### config.mk
export PLATFORM = sky130hd
export DESIGN_NAME = tone_mixer
export DESIGN_NICKNAME = d
export VERILOG_FILES = /design/src/rtl/tone_mixer.sv
export SDC_FILE = /design/constraint.sdc
export NUM_CORES = 1
export LEC_CHECK = 0
export BUFFER_PORTS_ARGS = -buffer_cell sky130_fd_sc_hd__buf_4
export CORE_ASPECT_RATIO = 0.75
export CORE_MARGIN = 1.5
export CORE_UTILIZATION = 40
export DETAILED_ROUTE_END_ITERATION = 16
export MAX_ROUTING_LAYER = met4
export PLACE_DENSITY_LB_ADDON = 0.08
export SYNTH_ARGS = -nofsm -noshare
export SYNTH_HDL_FRONTEND = slang
export SYNTH_SLANG_ARGS = --single-unit
### constraint.sdc
create_clock -name CLOCK_50 -period 6.5 [get_ports CLOCK_50]
set_input_delay 0.65 -clock CLOCK_50 [delete_from_list [all_inputs] [get_ports CLOCK_50]]
set_output_delay 0.65 -clock CLOCK_50 [all_outputs]
set_load 0.01 [all_outputs]
### src/rtl/tone_mixer.sv
// Audio tone mixer: adds a square-wave tone of selectable pitch to each
// incoming stereo sample pair, saturating to the signed 32-bit range.
module tone_mixer #(
  parameter logic [31:0] AMPLITUDE = 32'd10000000,
  parameter logic [14:0] HALF_BASE = 15'd3000
) (
  input  logic        CLOCK_50,
  input  logic        resetn,
  input  logic [3:0]  period_sel,
  input  logic        audio_in_available,
  input  logic [31:0] left_in,
  input  logic [31:0] right_in,
  input  logic        audio_out_allowed,
  output logic        read_audio_in,
  output logic        write_audio_out,
  output logic [31:0] left_out,
  output logic [31:0] right_out
);

  typedef enum logic [1:0] {
    StIdle,
    StMix,
    StWaitOut
  } state_e;

  state_e      state_q, state_d;
  logic [18:0] cnt_q, cnt_d;
  logic        snd_q, snd_d;
  logic [31:0] lat_l_q, lat_l_d;
  logic [31:0] lat_r_q, lat_r_d;
  logic [31:0] out_l_q, out_l_d;
  logic [31:0] out_r_q, out_r_d;
  logic [18:0] limit;
  logic [31:0] tone;
  logic        rd_c;
  logic        wr_c;

  // Signed add with clamping to the 32-bit two's complement range.
  function automatic logic [31:0] sat_add(input logic [31:0] a, input logic [31:0] b);
    logic [32:0] sum;
    sum = {a[31], a} + {b[31], b};
    unique case (sum[32:31])
      2'b01:   sat_add = 32'h7FFF_FFFF;
      2'b10:   sat_add = 32'h8000_0000;
      default: sat_add = sum[31:0];
    endcase
  endfunction

  assign limit = {period_sel, HALF_BASE};

  // Phase counter and tone bit; an over-limit count after a pitch change
  // restarts at 0 without toggling so it never runs through 2^19.
  always_comb begin
    cnt_d = cnt_q + 19'd1;
    snd_d = snd_q;
    if (period_sel == 4'd0) begin
      cnt_d = '0;
      snd_d = 1'b0;
    end else if (cnt_q == limit) begin
      cnt_d = '0;
      snd_d = ~snd_q;
    end else if (cnt_q > limit) begin
      cnt_d = '0;
    end
  end

  // Tone value: muted, or +/- amplitude depending on the square-wave phase.
  always_comb begin
    tone = '0;
    if (period_sel != 4'd0) begin
      tone = snd_q ? AMPLITUDE : (32'd0 - AMPLITUDE);
    end
  end

  // Handshake FSM: pop in IDLE, mix in MIX, push in WAIT_OUT.
  always_comb begin
    state_d = state_q;
    rd_c    = 1'b0;
    wr_c    = 1'b0;
    lat_l_d = lat_l_q;
    lat_r_d = lat_r_q;
    out_l_d = out_l_q;
    out_r_d = out_r_q;
    unique case (state_q)
      StIdle: begin
        if (audio_in_available) begin
          rd_c    = 1'b1;
          lat_l_d = left_in;
          lat_r_d = right_in;
          state_d = StMix;
        end
      end
      StMix: begin
        out_l_d = sat_add(lat_l_q, tone);
        out_r_d = sat_add(lat_r_q, tone);
        state_d = StWaitOut;
      end
      StWaitOut: begin
        wr_c = audio_out_allowed;
        if (audio_out_allowed) begin
          state_d = StIdle;
        end
      end
      default: state_d = StIdle;
    endcase
  end

  // State register for counter, tone bit, FSM, latched inputs and outputs.
  always_ff @(posedge CLOCK_50 or negedge resetn) begin
    if (!resetn) begin
      state_q <= StIdle;
      cnt_q   <= '0;
      snd_q   <= 1'b0;
      lat_l_q <= '0;
      lat_r_q <= '0;
      out_l_q <= '0;
      out_r_q <= '0;
    end else begin
      state_q <= state_d;
      cnt_q   <= cnt_d;
      snd_q   <= snd_d;
      lat_l_q <= lat_l_d;
      lat_r_q <= lat_r_d;
      out_l_q <= out_l_d;
      out_r_q <= out_r_d;
    end
  end

  // The pop strobe is combinational from IDLE, so mask it while reset is held.
  assign read_audio_in   = rd_c & resetn;
  assign write_audio_out = wr_c;
  assign left_out        = out_l_q;
  assign right_out       = out_r_q;

endmodule

==> impl_results.md <==
- Synth warn: 0
- Setup violators final: 0
- Core Rows: 49
- Critical Path RT: 6.85 ns
- First-pass GRT wire length: between 40000 and 50000 um
- Clock slew seen by the registers of the worst setup and hold paths: 0.07 ns
- Worst setup EP type: register
- RSZ-0062 raised after global routing: no
- CTS tree: done
- Arr. time, crit path: about 5.5 ns
- Core area: between 0.02 and 0.025 sq mm
- Die W: ~180 um
- Vias: a little under 9000
- Area leader, netlist: dfrtp_1
- Sw Ratio: between 40 and 50%
- Power per cell area: between 500 and 600 mW/mm^2
- Critical path, cell by cell: buf_4 > nor4_4 > inv_2 > buf_4 > ha_1 > ha_1 > a21boi_0 > a211oi_1 > o32ai_1 > a22oi_2 > o32ai_1 > xnor2_1 > ha_1 > nor2b_1 > nor2_1 > and3_1 > nor3_1
- Max cap viols: 0
- Number of remaining DRC errors: 0
- Die Ht: between 100 and 150 um
- Internal: about 3300 uW
- Final hold viol count: 0
- Sequential power share: approximately a third
- Prevailing post-synth register cell: dfrtp_1
- Count of pins over their slew limit: 0
- Vias in the first global route: between 8000 and 9000
- CP Max Fanout: 18
- Vias per cell: 5.69
- Synthesized cell area: slightly below 0.01 sq mm
- Total GRT Usage: 23.9%
- Flops & latches, synth: 150
- Final non-filler cell total: 1561
- Clk buf depth: 2
- Ant diodes: 0
- Combinational power share: 51.2%
- Io pins: about 140
- Total net switching power: 2840 uW
- Fillers: 2366
- Nets: approximately 1300
- Clk pwr share: 16.3%
- Post-DR wirelength/cell: between 15 and 20 um
- Worst vdd ir: 0.251 mV
- Top cell type's share of synthesized area: a little under two fifths
- Distinct cells, synth: between 70 and 80
- Number of synthesized flops with an enable pin: 0
- Global placement routability congestion: a little under 0.9
- Register area share after synthesis: 38.1%
- Final min period: ~5.2 ns
- Initial Utilization: between 40% and 50%
- Startpoint types: input pin
- Most frequent cell after synthesis: dfrtp_1
- Largest net degree at the start of global routing: 70
- Post_cts resized: 0
- Synth Area per Inst: 8.57 sq um
- Drt total wl: 29000 um
- Crit Path Category: in2reg
- IO Port Bufs: around 140
- Worst-Skew Late Latency: roughly 0.44 ns
- Setup TNS: 0 ns
- DIE AREA: around 0.026 sq mm
- Total CTS buffers: 17
- Post-synth top cells: 150 x dfrtp_1, 107 x o21ai_0, 103 x a21oi_1, 98 x nor2_1, 89 x nand2_1
- Lkg Pwr: 0.00482 uW
- Clk sink count: 150
- Root Buffer Master: clkbuf_16
- Mapped Cells: between 1000 and 1500
- Ys async rst share: 100%
- Gr ovfl total: 0
- DRT Pass-1 Iters: 5
- Slew HR: 37.1%
- Share of cells above drive strength 1: a little over a fifth
- Slew at the pin closest to its max-slew limit: roughly 0.94 ns
- Top cell by count, worst path: ha_1
- Final cycle utilization of the critical path: ~80%
- Max Clk Rate: 193 MHz
- Slowest-stage cell, CP: nor2b_1
- Clk_skew: between 0.015 and 0.02 ns
- Area contributors post-synth: dfrtp_1 38%, xnor2_1 6.7%, mux2_2 6.4%, o21ai_0 5.4%, a21oi_1 5.2%
- Status: finished, final reports clean
- Routed Antenna Nets: 0
- Hold WC Path Type: in2async
- P&R area growth vs syn: 17.8%
- CTS HTree Levels: 4
- Cell total after placement: ~1500
- 1st-iter DRT viols: between 600 and 700
- Mapped Nets: between 1000 and 1500
- Post-CTS Hold Fix Bufs: 0
- Critical Path Max Stage Delay: roughly 0.73 ns
- Antenna violations before repair: 0
- Hpwl dp: 20500 um
- Post-CTS Setup Bufs: 0
## metrics by stage
step                      util, %  cell area [sq um]  setup slack [ns]  hold slack, ns  total power, uW
after CTS                    48.2              11600              1.29           0.228             6190
final                        48.2              11600              1.31           0.196             6190
after floorplan                 -               9850              1.30           0.354             4040
after global routing         48.2              11600             0.921           0.245             6660
after global placement       45.7              11000              1.09           0.462             5140
after detailed placement     45.7              11000             0.885           0.469             5150
## power groups by stage
stage	clock network (uW)	registers (uW)	logic [uW]
final	1010	2010	3170
after global routing	1070	2080	3500
after CTS	1040	1990	3160
after detailed placement	0	2010	3140
after global placement	0	2010	3130
after floorplan	0	1670	2370
## logic make-up after synthesis
family          count (synthesis)  synth area share, %
compound gates                354                 22.2
xor+xnor                       89                 7.91
fa+ha+maj                      18                 2.31
buf+inv                       129                 5.23
flops                         150                 38.1
mux                            67                 7.52
simple gates                  342                 16.7
## sequential cells by signal (all words and copies together) (netlist names)
| name | count |
|---|---|
| cnt_q | 19 |
| lat_l_q | 32 |
| lat_r_q | 32 |
| left_out | 32 |
| right_out | 32 |
| snd_q | 1 |
| state_q | 2 |
## layout make-up
cell class	instances	area, sq um	area share, %
clock buffer	18	429	3.70
multi-input combinational	870	5590	48.2
clock inverter	12	155	1.34
inverter	25	93.8	0.809
sequential	150	3750	32.3
timing repair buffer	155	1170	10.1
tap	331	414	3.57
## layer usage
| metal | wire (um) | GRT usage, % | up-vias |
|---|---|---|---|
| met5 | 0 | - | - |
| met4 | 201 | 4.23 | 0 |
| met3 | 1880 | 4.62 | 17 |
| met2 | 11600 | 30.9 | 293 |
| met1 | 15300 | 37.9 | 4300 |
| li1 | - | - | 4269 |
## critical path: cells and delay by family
| kind | cells | cell delay, ns |
|---|---|---|
| buffers and inverters | 3 | 0.60 |
| xor gates and xnor gates | 1 | 0.22 |
| AOI/OAI and AO/OA | 5 | 1.48 |
| adders and majority gates | 3 | 0.91 |
| and+or+nand+nor | 5 | 1.65 |
## cells in the final DEF (no fill, tap or decap), types with 22 or more instances in the layout
cell     count
nor2_1      98
xnor2_1     75
nand3_1     31
a21oi_1    103
dfrtp_1    150
nor3_1      31
nand2_1     89
mux2_2      56
a31oi_1     22
o21ai_0    107
inv_1       24
buf_4      154
## final timing paths
path | from | endpoint | slack (ns) | cells past startpoint
max in group asynchronous | resetn | lat_l_q[16] | 5.27 | 2
min in group CLOCK_50 | right_in[24] | lat_r_q[24] | 0.42 | 3
setup / recovery | period_sel[1] | right_out[24] | 1.31 | 17
hold reg to reg | right_out[4] | right_out[4] | 0.48 | 2
hold / removal | resetn | lat_r_q[30] | 0.20 | 1
setup reg to reg | snd_q | right_out[24] | 1.48 | 14
(Power assumes the default switching activity.)
